$ cat config.mk
export PLATFORM = sky130hd
export DESIGN_NAME = gpio_cmd_responder
export DESIGN_NICKNAME = d
export VERILOG_FILES = /design/src/rtl/gpio_cmd_pkg.sv /design/src/rtl/gpio_strobe_edge.sv /design/src/rtl/gpio_cmd_responder.sv
export SDC_FILE = /design/constraint.sdc
export NUM_CORES = 1
export LEC_CHECK = 0
export BUFFER_PORTS_ARGS = -buffer_cell sky130_fd_sc_hd__buf_2
export CORE_AREA = 2 2 140 142
export DETAILED_ROUTE_END_ITERATION = 10
export DIE_AREA = 0 0 142 144
export GPL_ROUTABILITY_DRIVEN = 0
export PLACE_DENSITY = 0.65
export SLEW_MARGIN = 40
export SYNTH_ARGS = -nofsm -noshare
export SYNTH_HDL_FRONTEND = slang
export SYNTH_SLANG_ARGS = --single-unit
$ cat constraint.sdc
create_clock -name clk -period 5.8 [get_ports clk]
set_input_delay 1.16 -clock clk [delete_from_list [all_inputs] [get_ports clk]]
set_output_delay 1.16 -clock clk [all_outputs]
set_load 0.03 [all_outputs]
$ cat src/rtl/gpio_cmd_pkg.sv
// Shared definitions for the GPIO command link: opcodes, word field positions
// and the responder FSM encoding.
package gpio_cmd_pkg;

    localparam int CMD_MSB     = 31;
    localparam int CMD_LSB     = 24;
    localparam int EN_BIT      = 23;
    localparam int PAYLOAD_MSB = 22;

    localparam logic [7:0] RESET       = 8'd0;
    localparam logic [7:0] EN_TX       = 8'd1;
    localparam logic [7:0] EN_RX       = 8'd2;
    localparam logic [7:0] PH_SEL      = 8'd3;
    localparam logic [7:0] RUN_MEM     = 8'd4;
    localparam logic [7:0] READ_MEM    = 8'd5;
    localparam logic [7:0] ADDR_MEM    = 8'd6;
    localparam logic [7:0] BER_S_I     = 8'd7;
    localparam logic [7:0] BER_S_Q     = 8'd8;
    localparam logic [7:0] BER_E_I     = 8'd9;
    localparam logic [7:0] BER_E_Q     = 8'd10;
    localparam logic [7:0] BER_H       = 8'd11;
    localparam logic [7:0] IS_MEM_FULL = 8'd12;

    typedef enum logic [1:0] {
        ST_IDLE     = 2'd0,
        ST_EXEC     = 2'd1,
        ST_MEM_WAIT = 2'd2
    } state_t;

endpackage

$ cat src/rtl/gpio_strobe_edge.sv
// Enable-strobe register with a combinational rising-edge pulse; a level held
// high produces exactly one pulse.
module gpio_strobe_edge (
    input  logic clk,
    input  logic i_resetn,
    input  logic i_en,
    output logic o_rise
);

    logic en_q, en_d;

    always_comb begin
        en_d   = i_en;
        o_rise = i_en & ~en_q;
    end

    always_ff @(posedge clk or negedge i_resetn) begin
        if (!i_resetn) en_q <= 1'b0;
        else           en_q <= en_d;
    end

endmodule

$ cat src/rtl/gpio_cmd_responder.sv
// Device end of the GPIO command link: captures a command on the strobe edge,
// executes it one clock later and drives registered controls / response word.
module gpio_cmd_responder
    import gpio_cmd_pkg::*;
#(
    parameter int NB_GPIOS        = 32,
    parameter int NB_CMD          = 8,
    parameter int NB_PHASE        = 2,
    parameter int BRAM_ADDR_WIDTH = 15,
    parameter int BRAM_DATA_WIDTH = 16,
    parameter int NB_BER_CNT      = 64,
    parameter int MEM_LAT         = 1
) (
    input  logic                       clk,
    input  logic                       i_resetn,
    input  logic [NB_GPIOS-1:0]        i_gpo,
    output logic [NB_GPIOS-1:0]        o_gpi,
    output logic                       o_rst,
    output logic                       o_enb_tx,
    output logic                       o_enb_rx,
    output logic [NB_PHASE-1:0]        o_phase_sel,
    output logic                       o_run_log,
    output logic                       o_read_log,
    output logic [BRAM_ADDR_WIDTH-1:0] o_addr_log,
    input  logic [BRAM_DATA_WIDTH-1:0] i_mem_data,
    input  logic                       i_mem_full,
    input  logic [NB_BER_CNT-1:0]      i_ber_samp_i,
    input  logic [NB_BER_CNT-1:0]      i_ber_samp_q,
    input  logic [NB_BER_CNT-1:0]      i_ber_err_i,
    input  logic [NB_BER_CNT-1:0]      i_ber_err_q
);

    logic                       rise;
    state_t                     state_q, state_d;
    logic [2:0]                 wait_q, wait_d;
    logic [NB_CMD-1:0]          op_q, op_d;
    logic [PAYLOAD_MSB:0]       pay_q, pay_d;
    logic                       rst_q, rst_d, tx_q, tx_d, rx_q, rx_d;
    logic [NB_PHASE-1:0]        ph_q, ph_d;
    logic                       run_q, run_d, rd_q, rd_d;
    logic [BRAM_ADDR_WIDTH-1:0] addr_q, addr_d;
    logic [NB_GPIOS-1:0]        gpi_q, gpi_d, hi_q, hi_d;
    logic                       unused_pay;

    // Upper payload bits are carried for completeness; addresses wrap by truncation.
    assign unused_pay = ^pay_q[PAYLOAD_MSB:BRAM_ADDR_WIDTH];

    gpio_strobe_edge u_edge (
        .clk      (clk),
        .i_resetn (i_resetn),
        .i_en     (i_gpo[EN_BIT]),
        .o_rise   (rise)
    );

    always_comb begin
        state_d = state_q;
        wait_d  = wait_q;
        op_d    = op_q;
        pay_d   = pay_q;
        rst_d   = rst_q;
        tx_d    = tx_q;
        rx_d    = rx_q;
        ph_d    = ph_q;
        run_d   = 1'b0;
        rd_d    = rd_q;
        addr_d  = addr_q;
        gpi_d   = gpi_q;
        hi_d    = hi_q;
        unique case (state_q)
            ST_IDLE: if (rise) begin
                op_d    = i_gpo[CMD_MSB:CMD_LSB];
                pay_d   = i_gpo[PAYLOAD_MSB:0];
                state_d = ST_EXEC;
            end
            ST_EXEC: begin
                state_d = ST_IDLE;
                case (op_q)
                    RESET:   rst_d = pay_q[0];
                    EN_TX:   tx_d  = pay_q[0];
                    EN_RX:   rx_d  = pay_q[0];
                    PH_SEL:  ph_d  = pay_q[NB_PHASE-1:0];
                    RUN_MEM: run_d = 1'b1;
                    READ_MEM, ADDR_MEM: begin
                        addr_d  = pay_q[BRAM_ADDR_WIDTH-1:0];
                        rd_d    = rd_q | (op_q == READ_MEM);
                        wait_d  = '0;
                        state_d = ST_MEM_WAIT;
                    end
                    // Latch both halves together so a later BER_H is coherent.
                    BER_S_I: {hi_d, gpi_d} = i_ber_samp_i[2*NB_GPIOS-1:0];
                    BER_S_Q: {hi_d, gpi_d} = i_ber_samp_q[2*NB_GPIOS-1:0];
                    BER_E_I: {hi_d, gpi_d} = i_ber_err_i[2*NB_GPIOS-1:0];
                    BER_E_Q: {hi_d, gpi_d} = i_ber_err_q[2*NB_GPIOS-1:0];
                    BER_H:       gpi_d = hi_q;
                    IS_MEM_FULL: gpi_d = NB_GPIOS'(i_mem_full);
                    default: ;
                endcase
            end
            ST_MEM_WAIT: begin
                if (wait_q == 3'(MEM_LAT - 1)) begin
                    gpi_d   = NB_GPIOS'(i_mem_data);
                    state_d = ST_IDLE;
                end else begin
                    wait_d = wait_q + 3'd1;
                end
            end
            default: state_d = ST_IDLE;
        endcase
    end

    always_ff @(posedge clk or negedge i_resetn) begin
        if (!i_resetn) begin
            state_q <= ST_IDLE;
            wait_q  <= '0;
            op_q    <= '0;
            pay_q   <= '0;
            rst_q   <= 1'b0;
            tx_q    <= 1'b0;
            rx_q    <= 1'b0;
            ph_q    <= '0;
            run_q   <= 1'b0;
            rd_q    <= 1'b0;
            addr_q  <= '0;
            gpi_q   <= '0;
            hi_q    <= '0;
        end else begin
            state_q <= state_d;
            wait_q  <= wait_d;
            op_q    <= op_d;
            pay_q   <= pay_d;
            rst_q   <= rst_d;
            tx_q    <= tx_d;
            rx_q    <= rx_d;
            ph_q    <= ph_d;
            run_q   <= run_d;
            rd_q    <= rd_d;
            addr_q  <= addr_d;
            gpi_q   <= gpi_d;
            hi_q    <= hi_d;
        end
    end

    assign o_gpi       = gpi_q;
    assign o_rst       = rst_q;
    assign o_enb_tx    = tx_q;
    assign o_enb_rx    = rx_q;
    assign o_phase_sel = ph_q;
    assign o_run_log   = run_q;
    assign o_read_log  = rd_q;
    assign o_addr_log  = addr_q;

endmodule

* After elaboration in Yosys (flattened, before gate mapping)
Cells that the tools add are included.
Storage, ports and cells: register bits 115, bits in latches 0, bits in writable memories 0, memory bits (read-only) 0, input port bits 307, logic and storage cells 66, memories kept 0
Cells by class: $add $sub $neg 1, multiply operators 0, div/mod/pow operators 0, magnitude comparators 0, equality and inequality tests 19, shift-type cells 0, muxes and demuxes 13, bitwise operators 3, reductions and logical operators 16
Operators by type and width (count):
- $pmux 32 s6 | 1
- $pmux 32 s4 | 1
- $pmux 32 s2 | 1
- $eq 8x4->1 const B | 5
- $eq 8x3->1 const B | 4
- $mux 32 | 1
- $eq 8x2->1 const B | 2
- $reduce_and 2->1 | 8
- $eq 8x1->1 const B | 1
- $logic_not 8->1 | 1
- $ne 7x5->1 const B | 1
- $mux 2 | 3
- $mux 3 | 2
- $ne 2x2->1 const B | 3
- $pmux 2 s3 | 1
- $pmux 3 s2 | 1
- $reduce_and 3->1 | 2
- $reduce_bool 4->1 | 1
- $add 3x1->3 const B | 1
- $logic_not 3->1 | 1
- $eq 2x1->1 const B | 1
- $eq 2x2->1 const B | 1
- $logic_not 2->1 | 1
- $mux 1 | 2
- 6 further kinds | 6

* Logic depth before layout (Yosys ltp)
Gate-level depths: netlist of run 1.
depth after elaboration 4, gate-level depth with buffers 9, mapped depth without buffers 7

* By module
Synthesis of run 1 repeated with hierarchy kept, for this count alone.
Unflattened totals: cell total of the unflattened synthesis 532, area, all modules 6801.5 um^2
Modules (own cells, without submodules):
- gpio_cmd_responder | times used 1, cells each 530, area an instance 6762.7 um^2
- gpio_strobe_edge | times used 1, cells each 2, area an instance 38.8 um^2

* Least setup slack after synthesis of run 1
Ideal clock, no wire load.
path type in2reg, start point input port i_ber_err_q[3], end point register gpi_q[3] (netlist: o_gpi[3]), setup time 0.121 ns, arrival time 2.153 ns, setup slack 3.526 ns, stages 4, buffers on the path 0, cell sequence mux4_2 a221oi_1 a21oi_1 a22o_1
Between the ends: word-level cells in the longest chain between the ends 2
Ends and longest elaborated chain:
- start, declared | line gpio_cmd_responder.sv:30 | input logic [NB_BER_CNT-1:0] i_ber_err_q
- $pmux 32 s6 | line gpio_cmd_responder.sv:77 | case (op_q)
- $pmux 32 s2 | line gpio_cmd_responder.sv:69 | unique case (state_q)
- end signal, assigned | line gpio_cmd_responder.sv:138 | gpi_q <= gpi_d;
- end, declared | line gpio_cmd_responder.sv:42 | logic [NB_GPIOS-1:0] gpi_q, gpi_d, hi_q, hi_d;
No other way between the ends. A chain may end at the register's enable or synchronous reset.

* Worst setup path after layout of run 1
start point register op_q[0], end point register gpi_q[6] (netlist: o_gpi[6])
Between the ends: word-level cells in the longest chain between the ends 3
Ends and longest elaborated chain:
- start, declared | line gpio_cmd_responder.sv:36 | logic [NB_CMD-1:0] op_q, op_d;
- start signal, assigned | line gpio_cmd_responder.sv:129 | op_q <= op_d;
- $eq 8x4->1 or $eq 8x3->1 (tied branches) | line gpio_cmd_responder.sv:77
- $pmux 32 s6 or $ne 7x5->1 (tied branches)
- $pmux 32 s2 or $reduce_and 3->1 (tied branches)
Parallel ways exist; a longest one is shown, timed or not.

==> results of run 1 <==
[worst max-delay path, stage by stage, from the launching register on]
cell and delay, ns:
dfrtp_4 0.75, buf_4 0.69, mux4_2 0.59, a221oi_1 0.53, a21oi_1 0.08, a22o_1 0.20
[state kept, by name, indices dropped and copies added (netlist names), 2 cells and up]
signal and cells:
hi_q 32, o_addr_log 15, o_gpi 32, o_phase_sel 2, op_q 8, pay_q 15
state_q 2, wait_q 3
[cell families (layout without fill, tap and decap cells)]
kind of cell | Yosys count | after routing | share of synthesized area, %
compound gates | 186 | 186 | 19.5
simple gates | 124 | 124 | 8.31
flops | 115 | 115 | 43.6
mux | 110 | 110 | 23.6
buf+inv | 59 | 401 | 4.04
fa+ha+maj | 5 | 5 | 0.949
other cells | 0 | 1 | 0
[cell usage after synthesis, drive strengths merged]
cell     number  area [um2]
a22oi        48         360
nand4         2        12.5
a21oi        49         249
and2          1        6.26
nor4          1        21.3
mux4         32         721
o21ai        35         175
nor2b         4        25.0
o2bb2ai      18         176
mux2         44         495
a221oi       15         131
inv           5        18.8
nand2        62         233
a41o          1        10.0
o2111ai       1        15.0
nor2         34         128
nor3          1        5.00
dfrtp       115        2880
a32oi         1        8.76
and4          1        8.76
o22a          1        8.76
buf          25         139
a22o         15         131
ha            5        62.6
nand2b        4        25.0
clkbuf       29         109
nor4bb        1        10.0
mux2i        34         340
a221o         1        10.0
a21boi        1        7.51
nand3        10        50.1
and3b         1        8.76
nand3b        2        15.0
[final cells by class]
type	instances	area, um2	area share [%]
diodes	1	2.50	0.0273
well taps	238	298	3.25
inverters	5	18.8	0.205
clock inverters	13	173	1.88
clock buffers	19	453	4.94
flip-flops and latches	115	2890	31.5
multi-input cells	425	3480	37.9
repair buffers	364	1850	20.2
[through the flow]
stage	power (mW)	setup slack, ns	util [%]	area, um2
finish	4.49	2.80	48.0	9160
global route	4.73	2.59	48.0	9160
CTS	4.52	2.68	48.0	9160
detailed placement	3.40	2.69	44.7	8530
global placement	3.36	2.70	44.6	8520
floorplan	2.75	3.53	-	6600
[power by group through the flow]
stage,registers [mW],clock network [mW],logic [mW]
CTS,1.46,1.13,1.94
floorplan,1.62,0,1.13
global placement,1.45,0,1.91
finish,1.45,1.11,1.93
global route,1.50,1.16,2.07
detailed placement,1.46,0,1.93
[cells in the final DEF, fill, tap and decap left out, drive strengths merged, types with 3 or more instances in the layout]
| cell type | n |
|---|---|
| a21oi | 49 |
| a221oi | 15 |
| a22o | 15 |
| a22oi | 48 |
| buf | 364 |
| bufinv | 3 |
| clkbuf | 19 |
| clkinv | 3 |
| clkinvlp | 3 |
| dfrtp | 115 |
| ha | 5 |
| inv | 9 |
| mux2 | 44 |
| mux2i | 34 |
| mux4 | 32 |
| nand2 | 62 |
| nand2b | 4 |
| nand3 | 10 |
| nor2 | 34 |
| nor2b | 4 |
| o21ai | 35 |
| o2bb2ai | 18 |
[metal layers]
metal  track usage, %  vias up
met5                0        -
met4             6.63        0
met3             6.95       30
met2             36.7      306
met1             31.9     3066
li1                 -     2944
[worst paths after layout]
path,startpoint,end
setup / recovery,op_q[0],o_gpi[6]
hold / removal,o_read_log,o_read_log
setup reg to reg,op_q[0],o_gpi[6]
hold reg to reg,o_read_log,o_read_log
max in group asynchronous,i_resetn,op_q[0]
min in group asynchronous,i_resetn,o_gpi[30]
==> results.sh, run 1 <==
export IMPL_cp_max_fo=47
export IMPL_via_count=6346
export IMPL_synth_warnings=0
export IMPL_core_area_um2=19100
export IMPL_drive_above_1_share_pct=51.0
export IMPL_start_util_pct=34.6
export IMPL_syn_area_per_cell_um2=11.0
export IMPL_grt_antenna_before_repair=2
export IMPL_routed_wl_um=24300
export IMPL_cts_htree_levels=4
export IMPL_required_ns=6.10
export IMPL_p_seq_share_pct=32.4
export IMPL_crit_path_start_kind="flip-flop"
export IMPL_critical_path_class="flip-flop to flip-flop"
export IMPL_r2r_setup_slack_ns=2.80
export IMPL_finClkSkew_ns=0.00696
export IMPL_rsz0062_at_grt="no"
export IMPL_overflow=0
export IMPL_holdWs_ns=0.468
export IMPL_finalCriticalPeriod_ns=3.00
export IMPL_fp_dieH_um=144
export IMPL_grt_use_total_pct=23.5
export IMPL_area_delta_synth_final_pct=38.9
export IMPL_dpl_hpwl_um=18700
export IMPL_p_int_mw=2.67
export IMPL_numCtsBuffers=17
export IMPL_post_cts_buffers=0
export IMPL_powerDensity_nw_per_um2=490
export IMPL_fin_cells=1180
export IMPL_ant_nets=0
export IMPL_crit_arrival_ns=3.30
export IMPL_rows=51
export IMPL_power_frac_comb_pct=43.0
export IMPL_period_share_pct=51.7
export IMPL_pin_count=361
export IMPL_synth_fp_nets=911
export IMPL_remaining_drc_errors=0
export IMPL_max_slew_margin_pct=47.3
export IMPL_dr_pass1_iters=5
export IMPL_ctsResizeCount=0
export IMPL_setup_violations=0
export IMPL_hold_path_cell_count=1
export IMPL_tightest_slew_ns=0.791
export IMPL_top_layer="met4"
export IMPL_reg2reg_depth=5
export IMPL_wl_per_cell_um=20.6
export IMPL_max_vdd_ir_drop_mv=0.189
export IMPL_hold_class="flip-flop to flip-flop"
export IMPL_switching_share_pct=40.5
export IMPL_drtIter0Drc=466
export IMPL_maxCapViolations=0
export IMPL_floorplan_die_width_um=142
export IMPL_slew_violations=0
export IMPL_num_fill_cells=1799
export IMPL_syn_area_um2=6600
export IMPL_switching_power_mw=1.82
export IMPL_ys_seq_area_share_pct=43.6
export IMPL_synth_seq_cells=115
export IMPL_wl_met1_um=10400
export IMPL_end_kind="flip-flop"
export IMPL_cts_root_buf="clkbuf_16"
export IMPL_outcome="finished clean"
export IMPL_cts_sink_count=115
export IMPL_grt_pass1_wl_um=35500
export IMPL_cts_tree="yes"
export IMPL_grt_max_degree=66
export IMPL_dieArea_um2=20400
export IMPL_nets=1240
export IMPL_tns_ns=0
export IMPL_wl_met3_um=2050
export IMPL_io_buffers=352
export IMPL_postSynthCellCount=599
export IMPL_cts_max_path_buffers=2
export IMPL_clk_latency_ns=0.41
export IMPL_hold_buffers=0
export IMPL_dp_cells=1147
export IMPL_clkPwrFrac_pct=24.7
export IMPL_grt_pass1_vias=6127
export IMPL_post_synth_num_cell_types=38
export IMPL_clock_fmax_mhz=333
export IMPL_finalHoldViolations=0
export IMPL_power_leakage_nw=4.45
export IMPL_cts_clk_slew_worst_paths_ns=0.06
export IMPL_vias_per_cell=5.38
export IMPL_dr_wl_met2_um=11400
No activity file was read; power rests on OpenSTA's default activity.
==> run 2: changes to the inputs <==
--- a/config.mk
+++ b/config.mk
@@ -10,7 +10,7 @@
 export DETAILED_ROUTE_END_ITERATION = 10
 export DIE_AREA = 0 0 142 144
 export GPL_ROUTABILITY_DRIVEN = 0
-export PLACE_DENSITY = 0.65
+export PLACE_DENSITY = 0.68
 export SLEW_MARGIN = 40
 export SYNTH_ARGS = -nofsm -noshare
 export SYNTH_HDL_FRONTEND = slang
==> constraint.sdc (replaced) <==
create_clock -name clk -period 2.45 [get_ports clk]
set_input_delay 0.49 -clock clk [delete_from_list [all_inputs] [get_ports clk]]
set_output_delay 0.49 -clock clk [all_outputs]
set_load 0.03 [all_outputs]
==> results.sh, run 2 (synthesis gave the netlist of run 1 again) <==
export IMPL_outcome="finished clean"
export IMPL_finClkSkew_ns=0.0119
export IMPL_dp_cells=1160
export IMPL_hold_class="input pin to async pin"
export IMPL_crit_path_start_kind="flip-flop"
export IMPL_holdWs_ns=0.0559
export IMPL_io_buffers=352
export IMPL_crit_arrival_ns=2.56
export IMPL_layout_common_cells="buf_2 (351), dfrtp_1 (113), nand2_1 (62)"
export IMPL_grt_pass1_vias=6417
export IMPL_cts_max_path_buffers=2
export IMPL_cts_htree_levels=4
export IMPL_max_vdd_ir_drop_mv=0.397
export IMPL_timing_rr_end="wait_q[2]"
export IMPL_r2r_start="op_q[0]"
export IMPL_cts_sink_count=115
export IMPL_ctsResizeCount=0
export IMPL_area_delta_synth_final_pct=40.1
export IMPL_pin_count=361
export IMPL_power_leakage_nw=4.49
export IMPL_r2r_setup_slack_ns=0.23
export IMPL_cts_clk_slew_worst_paths_ns=0.06
export IMPL_max_slew_margin_pct=58.2
export IMPL_dp_slack_ns=0.268
export IMPL_critical_path_class="flip-flop to flip-flop"
export IMPL_tightest_slew_ns=0.627
export IMPL_start_util_pct=34.6
export IMPL_grt_use_total_pct=24.4
export IMPL_path_cells="buf_4 -> nor2b_1 -> o2111ai_2 -> a21boi_0 -> a22oi_1 -> o21ai_0"
export IMPL_required_ns=2.79
export IMPL_ant_nets=0
export IMPL_reg2reg_depth=6
export IMPL_powerDensity_nw_per_um2=1130
export IMPL_fp_dieH_um=144
export IMPL_period_share_pct=90.5
export IMPL_cp_max_fo=20
export IMPL_crit_slowest_cell="dfrtp_4"
export IMPL_via_count=6344
export IMPL_vias_per_cell=5.31
export IMPL_drtIter0Drc=309
export IMPL_dpl_hpwl_um=19600
export IMPL_num_fill_cells=1797
export IMPL_dr_pass1_iters=5
export IMPL_critical_path_top_delay_family="compound AO/OA/AOI/OAI gates"
export IMPL_fin_cells=1195
export IMPL_grt_pass1_wl_um=37100
export IMPL_wl_per_cell_um=20.6
export IMPL_setup_violations=0
export IMPL_numCtsBuffers=17
export IMPL_critPathBufInv=1
export IMPL_clk_latency_ns=0.42
export IMPL_floorplan_die_width_um=142
export IMPL_cts_tree="yes"
export IMPL_nets=1253
export IMPL_tns_ns=0
export IMPL_cts_root_buf="clkbuf_16"
export IMPL_slew_violations=0
export IMPL_post_cts_buffers=0
export IMPL_routed_wl_um=24600
export IMPL_clock_fmax_mhz=451
export IMPL_setup_slack_ns=0.232
export IMPL_finalCriticalPeriod_ns=2.22
export IMPL_dieArea_um2=20400
export IMPL_p_total_mw=10.5
export IMPL_slowest_delay_ns=0.62
export IMPL_rsz0062_at_grt="no"
export IMPL_core_area_um2=19100
export IMPL_drive_above_1_share_pct=51.4
export IMPL_mostFrequentLayoutCell="buf_2"
export IMPL_grt_antenna_before_repair=6
export IMPL_finalHoldViolations=0
export IMPL_rows=51
export IMPL_hold_buffers=0
export IMPL_remaining_drc_errors=0
export IMPL_end_kind="flip-flop"
export IMPL_overflow=0
export IMPL_maxCapViolations=0
export IMPL_grt_max_degree=63
==> run 2: worst max path at each step <==
stage / from / endpoint / slack (ns) / depth (start not counted)
after global routing: op_q[0] / wait_q[2] / 0.09 / 6
final: op_q[0] / wait_q[2] / 0.23 / 6
after global placement: op_q[0] / o_gpi[24] / 0.30 / 4
after detailed placement: op_q[0] / wait_q[2] / 0.27 / 6
after floorplan: op_q[0] / o_gpi[14] / 0.51 / 6
after CTS: op_q[0] / wait_q[2] / 0.23 / 6
==> run 2: metrics by stage <==
stage                     utilization (%)  instance area [um2]
after floorplan                         -                 6600
after global placement               45.4                 8660
after detailed placement             45.4                 8660
after CTS                            48.4                 9230
after global routing                 48.4                 9230
final                                48.4                 9240
==> run 2: where the power goes <==
part	internal, mW	switching, mW
Sequential	2.67	0.604
Combinational	2.06	2.73
Clock	1.49	0.914
==> run 2: cell type report <==
type	instances	area, um2	share of cell area, %
well taps	238	298	3.22
clock buffers	18	429	4.65
multi-input cells	425	3460	37.5
inverters	5	18.8	0.203
clock inverters	13	135	1.46
flip-flops and latches	115	2880	31.2
diodes	4	10.0	0.108
repair buffers	377	2000	21.7
==> run 2: metal layers <==
| layer | track usage [%] | part of all wire, % | up-vias |
|---|---|---|---|
| met5 | 0 | 0.053 | - |
| met4 | 8.79 | 2.4 | 2 |
| met3 | 7.12 | 6.6 | 44 |
| met2 | 37.0 | 47 | 261 |
| met1 | 33.2 | 44 | 3060 |
| li1 | - | - | 2977 |
==> run 3: changes to the inputs <==
--- a/config.mk
+++ b/config.mk
@@ -11,6 +11,7 @@
 export DIE_AREA = 0 0 142 144
 export GPL_ROUTABILITY_DRIVEN = 0
 export PLACE_DENSITY = 0.68
+export RECOVER_POWER = 25
 export SLEW_MARGIN = 40
 export SYNTH_ARGS = -nofsm -noshare
 export SYNTH_HDL_FRONTEND = slang
==> results.sh, run 3 (synthesis gave the netlist of run 1 again) <==
export IMPL_outcome="finished clean"
export IMPL_grt_antenna_before_repair=6
export IMPL_finClkSkew_ns=0.0121
export IMPL_cts_root_buf="clkbuf_16"
export IMPL_clock_fmax_mhz=448
export IMPL_fin_area_um2=9220
export IMPL_area_delta_synth_final_pct=39.8
export IMPL_clkPwrFrac_pct=22.9
export IMPL_clk_latency_ns=0.42
export IMPL_cts_htree_levels=4
export IMPL_path_cells="buf_4 -> nor2b_1 -> o2111ai_2 -> a21boi_0 -> a22oi_1 -> o21ai_0"
export IMPL_drive_above_1_share_pct=51.3
export IMPL_rsz0062_at_grt="no"
export IMPL_path_depth=6
export IMPL_max_slew_margin_pct=29.0
export IMPL_p_int_mw=6.21
export IMPL_hold_buffers=0
export IMPL_drtIter0Drc=311
export IMPL_maxCapViolations=0
export IMPL_slowest_delay_ns=0.62
export IMPL_final_util_pct=48.3
export IMPL_cts_max_path_buffers=2
export IMPL_powerDensity_nw_per_um2=1130
export IMPL_max_vdd_ir_drop_mv=0.397
export IMPL_routed_wl_um=24600
export IMPL_crit_arrival_ns=2.57
export IMPL_finalCriticalPeriod_ns=2.23
export IMPL_cts_tree="yes"
export IMPL_critical_path_top_delay_family="compound AO/OA/AOI/OAI gates"
export IMPL_remaining_drc_errors=0
export IMPL_crit_slowest_cell="dfrtp_4"
export IMPL_ant_nets=0
export IMPL_tns_ns=0
export IMPL_grt_pass1_wl_um=37100
export IMPL_dr_wl_met2_um=11500
export IMPL_switching_share_pct=40.6
export IMPL_wl_met1_um=10900
export IMPL_dp_cells=1160
export IMPL_cts_sink_count=115
export IMPL_grt_pass1_vias=6417
export IMPL_core_area_um2=19100
export IMPL_vias_per_cell=5.31
export IMPL_power_frac_comb_pct=45.8
export IMPL_start_util_pct=34.6
export IMPL_cts_clk_slew_worst_paths_ns=0.06
export IMPL_setup_violations=0
export IMPL_via_count=6344
export IMPL_ctsResizeCount=0
export IMPL_dieArea_um2=20400
export IMPL_period_share_pct=91.2
export IMPL_floorplan_die_width_um=142
export IMPL_dpl_hpwl_um=19600
export IMPL_fin_cells=1195
export IMPL_place_area_um2=8660
export IMPL_pin_count=361
export IMPL_dr_pass1_iters=5
export IMPL_top_layer="met5"
export IMPL_post_cts_buffers=0
export IMPL_wl_per_cell_um=20.6
export IMPL_numCtsBuffers=17
export IMPL_wl_met3_um=1700
export IMPL_critical_path_class="flip-flop to flip-flop"
export IMPL_mostFrequentLayoutCell="buf_2"
export IMPL_rows=51
export IMPL_grt_use_total_pct=24.4
export IMPL_required_ns=2.79
export IMPL_hold_path_cell_count=1
export IMPL_nets=1253
export IMPL_critPathBufInv=1
export IMPL_reg2reg_depth=6
export IMPL_tightest_slew_ns=1.07
export IMPL_grt_max_degree=63
export IMPL_p_total_mw=10.5
export IMPL_power_leakage_nw=4.48
export IMPL_p_seq_share_pct=31.3
export IMPL_fp_dieH_um=144
export IMPL_finalHoldViolations=0
export IMPL_slew_violations=0
export IMPL_end_kind="flip-flop"
export IMPL_hold_class="input pin to flip-flop"
export IMPL_switching_power_mw=4.24
export IMPL_crit_path_start_kind="flip-flop"
export IMPL_io_buffers=352
export IMPL_cp_max_fo=20
export IMPL_layout_common_cells="buf_2 (350), dfrtp_1 (113), nand2_1 (62)"
export IMPL_overflow=0
run 3: changes by cell type in the layout (fill, tap and decap cells not counted), sizes merged:
cell / delta
buf: -3
clkbuf: +3
run 3: final timing paths:
path / slack, ns / end / start
max: 0.22 / wait_q[2] / op_q[0]
min: 0.23 / u_edge.en_q / i_gpo[23]
max reg2reg: 0.22 / wait_q[2] / op_q[0]
min reg2reg: 0.46 / o_read_log / o_read_log
max in group asynchronous: 0.70 / o_addr_log[3] / i_resetn
min in group asynchronous: 0.25 / o_gpi[27] / i_resetn
run 3: power groups by stage:
stage / combinational [mW] / clock [mW] / sequential [mW]
6_report: 4.79 / 2.39 / 3.28
5_1_grt: 5.17 / 2.53 / 3.37
4_1_cts: 4.82 / 2.45 / 3.28
3_5_place_dp: 4.82 / 0 / 3.30
3_3_place_gp: 4.73 / 0 / 3.26
2_1_floorplan: 2.69 / 0 / 3.83
run 3: cell type report:
cell class | count | area (um2)
diodes | 4 | 10.0
clock inverters | 13 | 135
clock buffers | 18 | 429
multi-input cells | 425 | 3460
inverters | 5 | 18.8
repair buffers | 377 | 1980
flip-flops and latches | 115 | 2880
well taps | 238 | 298
fillers | 1800 | 9860
run 3: worst register-to-register path: cells and delay by family (launching register included):
family / cells / cell delay (ns)
buffers and inverters: 1 / 0.25
flip-flops: 1 / 0.62
AND/OR/NAND/NOR: 1 / 0.18
AO/OA/AOI/OAI: 4 / 1.12
run 3: metrics by stage:
| stage | hold WS (ns) | worst slack (ns) |
|---|---|---|
| after floorplan | 0.194 | 0.509 |
| after global placement | 0.452 | 0.301 |
| after detailed placement | 0.455 | 0.268 |
| after CTS | 0.0598 | 0.233 |
| after global routing | 0.230 | 0.0861 |
| final | 0.226 | 0.216 |
run 3: routing by layer:
layer / up-vias / global-route usage [%]
li1: 2976 / -
met1: 3060 / 33.2
met2: 262 / 37.0
met3: 44 / 7.12
met4: 2 / 8.79
met5: - / 0
